### src/rtl/multicycle_controller_if.sv
// multicycle_controller_if: control bundle between the multicycle controller and the datapath.
interface multicycle_controller_if #(
    parameter int ALU_CTRL_W = 4
);
    logic [6:0]            op;
    logic [2:0]            funct3;
    logic                  funct7b5;
    logic                  zero;
    logic                  mem_ready;
    logic                  pc_write;
    logic                  adr_src;
    logic                  mem_write;
    logic                  ir_write;
    logic                  reg_write;
    logic [1:0]            result_src;
    logic [1:0]            alu_src_a;
    logic [1:0]            alu_src_b;
    logic [ALU_CTRL_W-1:0] alu_ctrl;
    logic [2:0]            imm_src;
    logic                  illegal_instr;

    modport master (
        input  op, funct3, funct7b5, zero, mem_ready,
        output pc_write, adr_src, mem_write, ir_write, reg_write,
               result_src, alu_src_a, alu_src_b, alu_ctrl, imm_src, illegal_instr
    );

    modport slave (
        output op, funct3, funct7b5, zero, mem_ready,
        input  pc_write, adr_src, mem_write, ir_write, reg_write,
               result_src, alu_src_a, alu_src_b, alu_ctrl, imm_src, illegal_instr
    );
endinterface

### src/rtl/multicycle_controller.sv
// multicycle_controller: control FSM for the multicycle RISC-V datapath.
// Sequences fetch/decode/execute/memory/writeback and drives ALU opcode, mux selects and strobes.
module multicycle_controller #(
    parameter int ALU_CTRL_W = 4
) (
    input logic                      clk,
    input logic                      reset_n,
    multicycle_controller_if.master  bus
);
    typedef enum logic [3:0] {
        FETCH, DECODE, MEMADR, MEMREAD, MEMWB, MEMWRITE,
        EXECR, EXECI, ALUWB, BRANCH, JAL, LUI
    } state_t;

    localparam logic [6:0] OP_LOAD  = 7'b0000011;
    localparam logic [6:0] OP_STORE = 7'b0100011;
    localparam logic [6:0] OP_R     = 7'b0110011;
    localparam logic [6:0] OP_I     = 7'b0010011;
    localparam logic [6:0] OP_BR    = 7'b1100011;
    localparam logic [6:0] OP_JAL   = 7'b1101111;
    localparam logic [6:0] OP_LUI   = 7'b0110111;

    localparam logic [ALU_CTRL_W-1:0] A_ADD = ALU_CTRL_W'(0);
    localparam logic [ALU_CTRL_W-1:0] A_SUB = ALU_CTRL_W'(1);
    localparam logic [ALU_CTRL_W-1:0] A_AND = ALU_CTRL_W'(2);
    localparam logic [ALU_CTRL_W-1:0] A_OR  = ALU_CTRL_W'(3);
    localparam logic [ALU_CTRL_W-1:0] A_SLL = ALU_CTRL_W'(4);
    localparam logic [ALU_CTRL_W-1:0] A_SLT = ALU_CTRL_W'(5);
    localparam logic [ALU_CTRL_W-1:0] A_XOR = ALU_CTRL_W'(6);
    localparam logic [ALU_CTRL_W-1:0] A_SRL = ALU_CTRL_W'(7);
    localparam logic [ALU_CTRL_W-1:0] A_SRA = ALU_CTRL_W'(8);

    state_t                state_q, state_d;
    logic                  nowb_q, nowb_d;
    logic                  fn_bad;
    logic [ALU_CTRL_W-1:0] fn_alu;
    logic                  pc_write_c, ir_write_c, reg_write_c, mem_write_c, illegal_c;
    logic                  adr_src_c;
    logic [1:0]            result_src_c, src_a_c, src_b_c;
    logic [ALU_CTRL_W-1:0] alu_c;

    always_ff @(posedge clk or negedge reset_n) begin
        if (!reset_n) begin
            state_q <= FETCH;
            nowb_q  <= 1'b0;
        end else begin
            state_q <= state_d;
            nowb_q  <= nowb_d;
        end
    end

    always_comb begin
        fn_bad = bus.funct3 == 3'b011;
        case (bus.funct3)
            3'b000:  fn_alu = (bus.op == OP_R && bus.funct7b5) ? A_SUB : A_ADD;
            3'b001:  fn_alu = A_SLL;
            3'b010:  fn_alu = A_SLT;
            3'b100:  fn_alu = A_XOR;
            3'b101:  fn_alu = bus.funct7b5 ? A_SRA : A_SRL;
            3'b110:  fn_alu = A_OR;
            3'b111:  fn_alu = A_AND;
            default: fn_alu = A_ADD;
        endcase
    end

    always_comb begin
        case (bus.op)
            OP_STORE: bus.imm_src = 3'b001;
            OP_BR:    bus.imm_src = 3'b010;
            OP_JAL:   bus.imm_src = 3'b011;
            OP_LUI:   bus.imm_src = 3'b100;
            default:  bus.imm_src = 3'b000;
        endcase
    end

    always_comb begin
        state_d      = state_q;
        nowb_d       = 1'b0;
        pc_write_c   = 1'b0;
        ir_write_c   = 1'b0;
        reg_write_c  = 1'b0;
        mem_write_c  = 1'b0;
        illegal_c    = 1'b0;
        adr_src_c    = 1'b0;
        result_src_c = 2'b00;
        src_a_c      = 2'b00;
        src_b_c      = 2'b00;
        alu_c        = A_ADD;
        case (state_q)
            FETCH: begin
                src_b_c      = 2'b10;
                result_src_c = 2'b10;
                pc_write_c   = bus.mem_ready;
                ir_write_c   = bus.mem_ready;
                state_d      = bus.mem_ready ? DECODE : FETCH;
            end
            DECODE: begin
                // ALU computes old PC + imm here so the branch/jump target is ready in ALUOut
                src_a_c = 2'b01;
                src_b_c = 2'b01;
                case (bus.op)
                    OP_LOAD, OP_STORE: state_d = MEMADR;
                    OP_R:              state_d = EXECR;
                    OP_I:              state_d = EXECI;
                    OP_BR:             state_d = BRANCH;
                    OP_JAL:            state_d = JAL;
                    OP_LUI:            state_d = LUI;
                    default: begin
                        illegal_c = 1'b1;
                        state_d   = FETCH;
                    end
                endcase
            end
            MEMADR: begin
                src_a_c = 2'b10;
                src_b_c = 2'b01;
                state_d = bus.op[5] ? MEMWRITE : MEMREAD;
            end
            MEMREAD: begin
                adr_src_c = 1'b1;
                state_d   = bus.mem_ready ? MEMWB : MEMREAD;
            end
            MEMWB: begin
                result_src_c = 2'b01;
                reg_write_c  = 1'b1;
                state_d      = FETCH;
            end
            MEMWRITE: begin
                adr_src_c   = 1'b1;
                mem_write_c = 1'b1;
                state_d     = bus.mem_ready ? FETCH : MEMWRITE;
            end
            EXECR, EXECI: begin
                src_a_c   = 2'b10;
                src_b_c   = (state_q == EXECI) ? 2'b01 : 2'b00;
                alu_c     = fn_alu;
                illegal_c = fn_bad;
                nowb_d    = fn_bad;
                state_d   = ALUWB;
            end
            ALUWB: begin
                reg_write_c = !nowb_q;
                state_d     = FETCH;
            end
            BRANCH: begin
                src_a_c = 2'b10;
                alu_c   = A_SUB;
                if (bus.funct3[2:1] == 2'b00) pc_write_c = bus.zero ^ bus.funct3[0];
                else illegal_c = 1'b1;
                state_d = FETCH;
            end
            JAL: begin
                src_a_c    = 2'b01;
                src_b_c    = 2'b10;
                pc_write_c = 1'b1;
                state_d    = ALUWB;
            end
            LUI: begin
                src_a_c = 2'b11;
                src_b_c = 2'b01;
                state_d = ALUWB;
            end
            default: state_d = FETCH;
        endcase
    end

    // Strobes are gated by reset_n so they drop the instant reset is asserted.
    assign bus.pc_write      = reset_n & pc_write_c;
    assign bus.ir_write      = reset_n & ir_write_c;
    assign bus.reg_write     = reset_n & reg_write_c;
    assign bus.mem_write     = reset_n & mem_write_c;
    assign bus.illegal_instr = reset_n & illegal_c;
    assign bus.adr_src       = adr_src_c;
    assign bus.result_src    = result_src_c;
    assign bus.alu_src_a     = src_a_c;
    assign bus.alu_src_b     = src_b_c;
    assign bus.alu_ctrl      = alu_c;
endmodule

### src/flat_wrapper.sv
// flat-port wrapper written by rule: the top's interface ports become plain ports
module multicycle_controller_flat 
#(
    parameter int ALU_CTRL_W = 4
)
  (clk, reset_n, bus_op, bus_funct3, bus_funct7b5, bus_zero, bus_mem_ready, bus_pc_write, bus_adr_src, bus_mem_write, bus_ir_write, bus_reg_write, bus_result_src, bus_alu_src_a, bus_alu_src_b, bus_alu_ctrl, bus_imm_src, bus_illegal_instr);
  multicycle_controller_if #(.ALU_CTRL_W(ALU_CTRL_W)) bus_i ();
  input logic clk;
  input logic reset_n;
  input wire logic [$bits(bus_i.op)-1:0] bus_op;
  input wire logic [$bits(bus_i.funct3)-1:0] bus_funct3;
  input wire logic [$bits(bus_i.funct7b5)-1:0] bus_funct7b5;
  input wire logic [$bits(bus_i.zero)-1:0] bus_zero;
  input wire logic [$bits(bus_i.mem_ready)-1:0] bus_mem_ready;
  output wire logic [$bits(bus_i.pc_write)-1:0] bus_pc_write;
  output wire logic [$bits(bus_i.adr_src)-1:0] bus_adr_src;
  output wire logic [$bits(bus_i.mem_write)-1:0] bus_mem_write;
  output wire logic [$bits(bus_i.ir_write)-1:0] bus_ir_write;
  output wire logic [$bits(bus_i.reg_write)-1:0] bus_reg_write;
  output wire logic [$bits(bus_i.result_src)-1:0] bus_result_src;
  output wire logic [$bits(bus_i.alu_src_a)-1:0] bus_alu_src_a;
  output wire logic [$bits(bus_i.alu_src_b)-1:0] bus_alu_src_b;
  output wire logic [$bits(bus_i.alu_ctrl)-1:0] bus_alu_ctrl;
  output wire logic [$bits(bus_i.imm_src)-1:0] bus_imm_src;
  output wire logic [$bits(bus_i.illegal_instr)-1:0] bus_illegal_instr;
  assign bus_i.op = bus_op;
  assign bus_i.funct3 = bus_funct3;
  assign bus_i.funct7b5 = bus_funct7b5;
  assign bus_i.zero = bus_zero;
  assign bus_i.mem_ready = bus_mem_ready;
  assign bus_pc_write = bus_i.pc_write;
  assign bus_adr_src = bus_i.adr_src;
  assign bus_mem_write = bus_i.mem_write;
  assign bus_ir_write = bus_i.ir_write;
  assign bus_reg_write = bus_i.reg_write;
  assign bus_result_src = bus_i.result_src;
  assign bus_alu_src_a = bus_i.alu_src_a;
  assign bus_alu_src_b = bus_i.alu_src_b;
  assign bus_alu_ctrl = bus_i.alu_ctrl;
  assign bus_imm_src = bus_i.imm_src;
  assign bus_illegal_instr = bus_i.illegal_instr;
  multicycle_controller #(.ALU_CTRL_W(ALU_CTRL_W)) u_core (.clk(clk), .reset_n(reset_n), .bus(bus_i));
endmodule
### config.mk
export PLATFORM = sky130hd
export DESIGN_NAME = multicycle_controller_flat
export DESIGN_NICKNAME = d
export VERILOG_FILES = /design/src/rtl/multicycle_controller_if.sv /design/src/rtl/multicycle_controller.sv /design/src/flat_wrapper.sv
export SDC_FILE = /design/constraint.sdc
export NUM_CORES = 1
export LEC_CHECK = 0
export ABC_AREA = 1
export ABC_CLOCK_PERIOD_IN_PS = 3200
export CAP_MARGIN = 20
export CORE_ASPECT_RATIO = 0.9
export CORE_MARGIN = 5
export CORE_UTILIZATION = 43
export CTS_CLUSTER_DIAMETER = 60
export DETAILED_ROUTE_END_ITERATION = 16
export PLACE_DENSITY_LB_ADDON = 0.12
export SYNTH_ARGS = -nofsm -noshare
export SYNTH_HDL_FRONTEND = slang
export SYNTH_SLANG_ARGS = --single-unit
### constraint.sdc
create_clock -name clk -period 3.2 [get_ports clk]
set_input_delay 0.64 -clock clk [delete_from_list [all_inputs] [get_ports clk]]
set_output_delay 0.64 -clock clk [all_outputs]
set_load 0.1 [all_outputs]
==> results.sh <==
export IMPL_status="complete, no violations"
export IMPL_fin_hold_ws_ps=650.0
export IMPL_syn2layout_area_growth_pct=71.07
export IMPL_post_cts_buffers=0
export IMPL_total_power_mw=0.4400
export IMPL_post_drt_wl_per_cell_um=11.38
export IMPL_hold_violations=0
export IMPL_htreeDepth=1
export IMPL_final_common_cell="nand2_1"
export IMPL_finalMaxSlewViolations=0
export IMPL_power_leakage_nw=0.6104
export IMPL_rsz0062_at_grt="false"
export IMPL_synth_cell_types=24
export IMPL_vdd_drop_max_uv=304.9
export IMPL_die_h_um=48.30
export IMPL_powerDensity_nw_per_um2=367.1
export IMPL_drt_pass1_iterations=4
export IMPL_critPathArrivalTime_ps=2160
export IMPL_grt_use_total_pct=19.41
export IMPL_syn_num_nets=141
export IMPL_critPathLaunch="bus_op[6]"
export IMPL_viasPerCell=5.146
export IMPL_clkLatencyLatePin_ps=240
export IMPL_multi_input_area_um2=493.0
export IMPL_area_sequential_um2=125.1
export IMPL_fin_tns_setup_ps=0
export IMPL_die_area_um2=2538
export IMPL_clock_sinks=5
export IMPL_required_ps=2560
export IMPL_hpwl_um=1810
export IMPL_grt_pass1_vias=927
export IMPL_yosysSeqAreaShare_pct=17.86
export IMPL_crit_fanout=4
export IMPL_core_area_um2=1496
export IMPL_r2r_slack_ps=2040
export IMPL_synth_avg_cell_area_um2=5.561
export IMPL_timing_rr_end="u_core.state_q[0]"
export IMPL_ios=34
export IMPL_cts_made_buffers=3
export IMPL_clk_pin_slew_worst_paths_ps=40
export IMPL_die_w_um=52.55
export IMPL_initial_core_util_pct=46.82
export IMPL_route_detailed_drc=0
export IMPL_period_share_pct=87.51
export IMPL_grt_first_pass_wirelength_um=3643
export IMPL_rr_worst_depth=6
export IMPL_min_period_ps=2800
export IMPL_drt_initial_drc_count=25
export IMPL_tightest_slew_ps=362.6
export IMPL_yosys_warnings=0
export IMPL_min_path_type="in -> async"
export IMPL_vias=952
export IMPL_start_kind="primary input"
export IMPL_mostFrequentLayoutCells="29 x nand2_1, 23 x nor2_1, 19 x inv_1, 14 x nand3_1, 14 x clkdlybuf4s50_1"
export IMPL_slew_headroom_pct=75.63
export IMPL_antenna_found_initial=0
export IMPL_overflow=0
export IMPL_diodes=0
export IMPL_wl_um=2105
export IMPL_gp_congestion=0.8904
export IMPL_row_count=13
export IMPL_top_layer="met4"
export IMPL_netlist_area_um2=700.7
export IMPL_grt_max_degree=9
export IMPL_met2_wirelength_um=990
export IMPL_setup_worst_path_end_class="output pin"
export IMPL_clock_path_buffers=2
export IMPL_syn_inst=126
export IMPL_fmax_mhz=357.1
export IMPL_fill_cells=108
export IMPL_wl_met3_um=204
export IMPL_setup_viol=0
export IMPL_root_buffer="clkbuf_4"
export IMPL_maxCapViolCount=0
export IMPL_crit_type="in -> out"
export IMPL_cts_tree="built"
export IMPL_cts_resized=0
export IMPL_synth_seq_cells=5
export IMPL_wl_met1_um=857
export IMPL_port_buffers=33
export IMPL_drive_above_1_share_pct=24.54
export IMPL_reg2reg_from="u_core.state_q[0]"
export IMPL_fin_nets=179
export IMPL_fin_skew_ps=0.9246
export IMPL_antenna_left=0
export IMPL_cts_hold_buf=0
area by class of cell:
class	count	share of cell area, %
Clock buffer	4	2.192
Inverter	25	7.829
Multi-Input combinational cell	96	41.13
Sequential cell	5	10.44
Tap cell	22	2.296
Timing Repair Buffer	33	36.12
cells in the mapped netlist:
cell type | instances | area share, %
inv_1 | 19 | 10
nor2_4 | 1 | 1.6
nor4_1 | 1 | 0.89
o21a_1 | 1 | 1.1
nor2_1 | 23 | 12
nor3_2 | 2 | 2.9
nand2_1 | 29 | 16
nor3_1 | 5 | 3.6
nand2_4 | 1 | 1.6
nand2_2 | 3 | 2.7
nor2_8 | 1 | 2.9
a31oi_1 | 1 | 0.89
o21ai_0 | 3 | 2.1
nand3_1 | 14 | 10
a21oi_1 | 2 | 1.4
clkinv_1 | 1 | 0.54
o21ai_1 | 1 | 0.71
dfrtp_1 | 5 | 18
o22ai_1 | 1 | 0.89
or2_1 | 1 | 0.89
inv_2 | 5 | 2.7
o211ai_1 | 3 | 3.2
nor2_2 | 2 | 1.8
o22ai_2 | 1 | 1.8
worst max-delay path: stages:
cell and delay (ps):
clkdlybuf4s50_1 470, inv_1 140, nor2_1 80, nand3_1 140
nand3_1 140, nor2_1 110, nor2_1 50, nor2_1 170
buf_12 200
registers in the layout, indices dropped and copies added, names as in the netlist:
| signal | cells |
|---|---|
| u_core.nowb_q | 1 |
| u_core.state_q | 4 |
worst max-delay path by stage:
| stage | to | slack [ps] |
|---|---|---|
| final | bus_illegal_instr | 400 |
| after floorplan | bus_pc_write | 50 |
| after global routing | bus_illegal_instr | 270 |
| after detailed placement | bus_illegal_instr | 450 |
| after CTS | bus_illegal_instr | 430 |
| after global placement | bus_illegal_instr | 470 |
stage by stage:
stage | area (µm²) | instances | setup slack, ps | utilization, %
floorplan | 711.9 | 126 | 48.70 | -
finish | 1199 | 185 | 399.6 | 80.10
detailed placement | 1172 | 181 | 449.0 | 78.34
CTS | 1199 | 185 | 428.1 | 80.10
global placement | 1172 | 181 | 467.4 | 78.34
global route | 1199 | 185 | 266.2 | 80.10
cell families (layout without fill, tap and decap cells):
| family | Yosys count | count (layout) | share of synthesized area, % |
|---|---|---|---|
| AO/OA/AOI/OAI | 13 | 13 | 12.14 |
| buffers and inverters | 25 | 62 | 13.39 |
| flip-flops | 5 | 5 | 17.86 |
| AND/OR/NAND/NOR | 83 | 83 | 56.61 |
where the power goes:
part	leakage (nW)	internal, mW	switching [mW]	total [mW]
logic	0.527	0.0800	0.215	0.295
registers	0.0682	0.0674	0.00675	0.0742
clock network	0.0150	0.0470	0.0238	0.0708
total	0.610	0.194	0.246	0.440
layer usage:
layer | track usage [%] | vias to the layer above
met5 | 0 | -
met4 | 11.22 | 0
met3 | 5.199 | 6
met2 | 34.65 | 48
met1 | 21.30 | 421
li1 | - | 477
(Power assumes the default switching activity.)
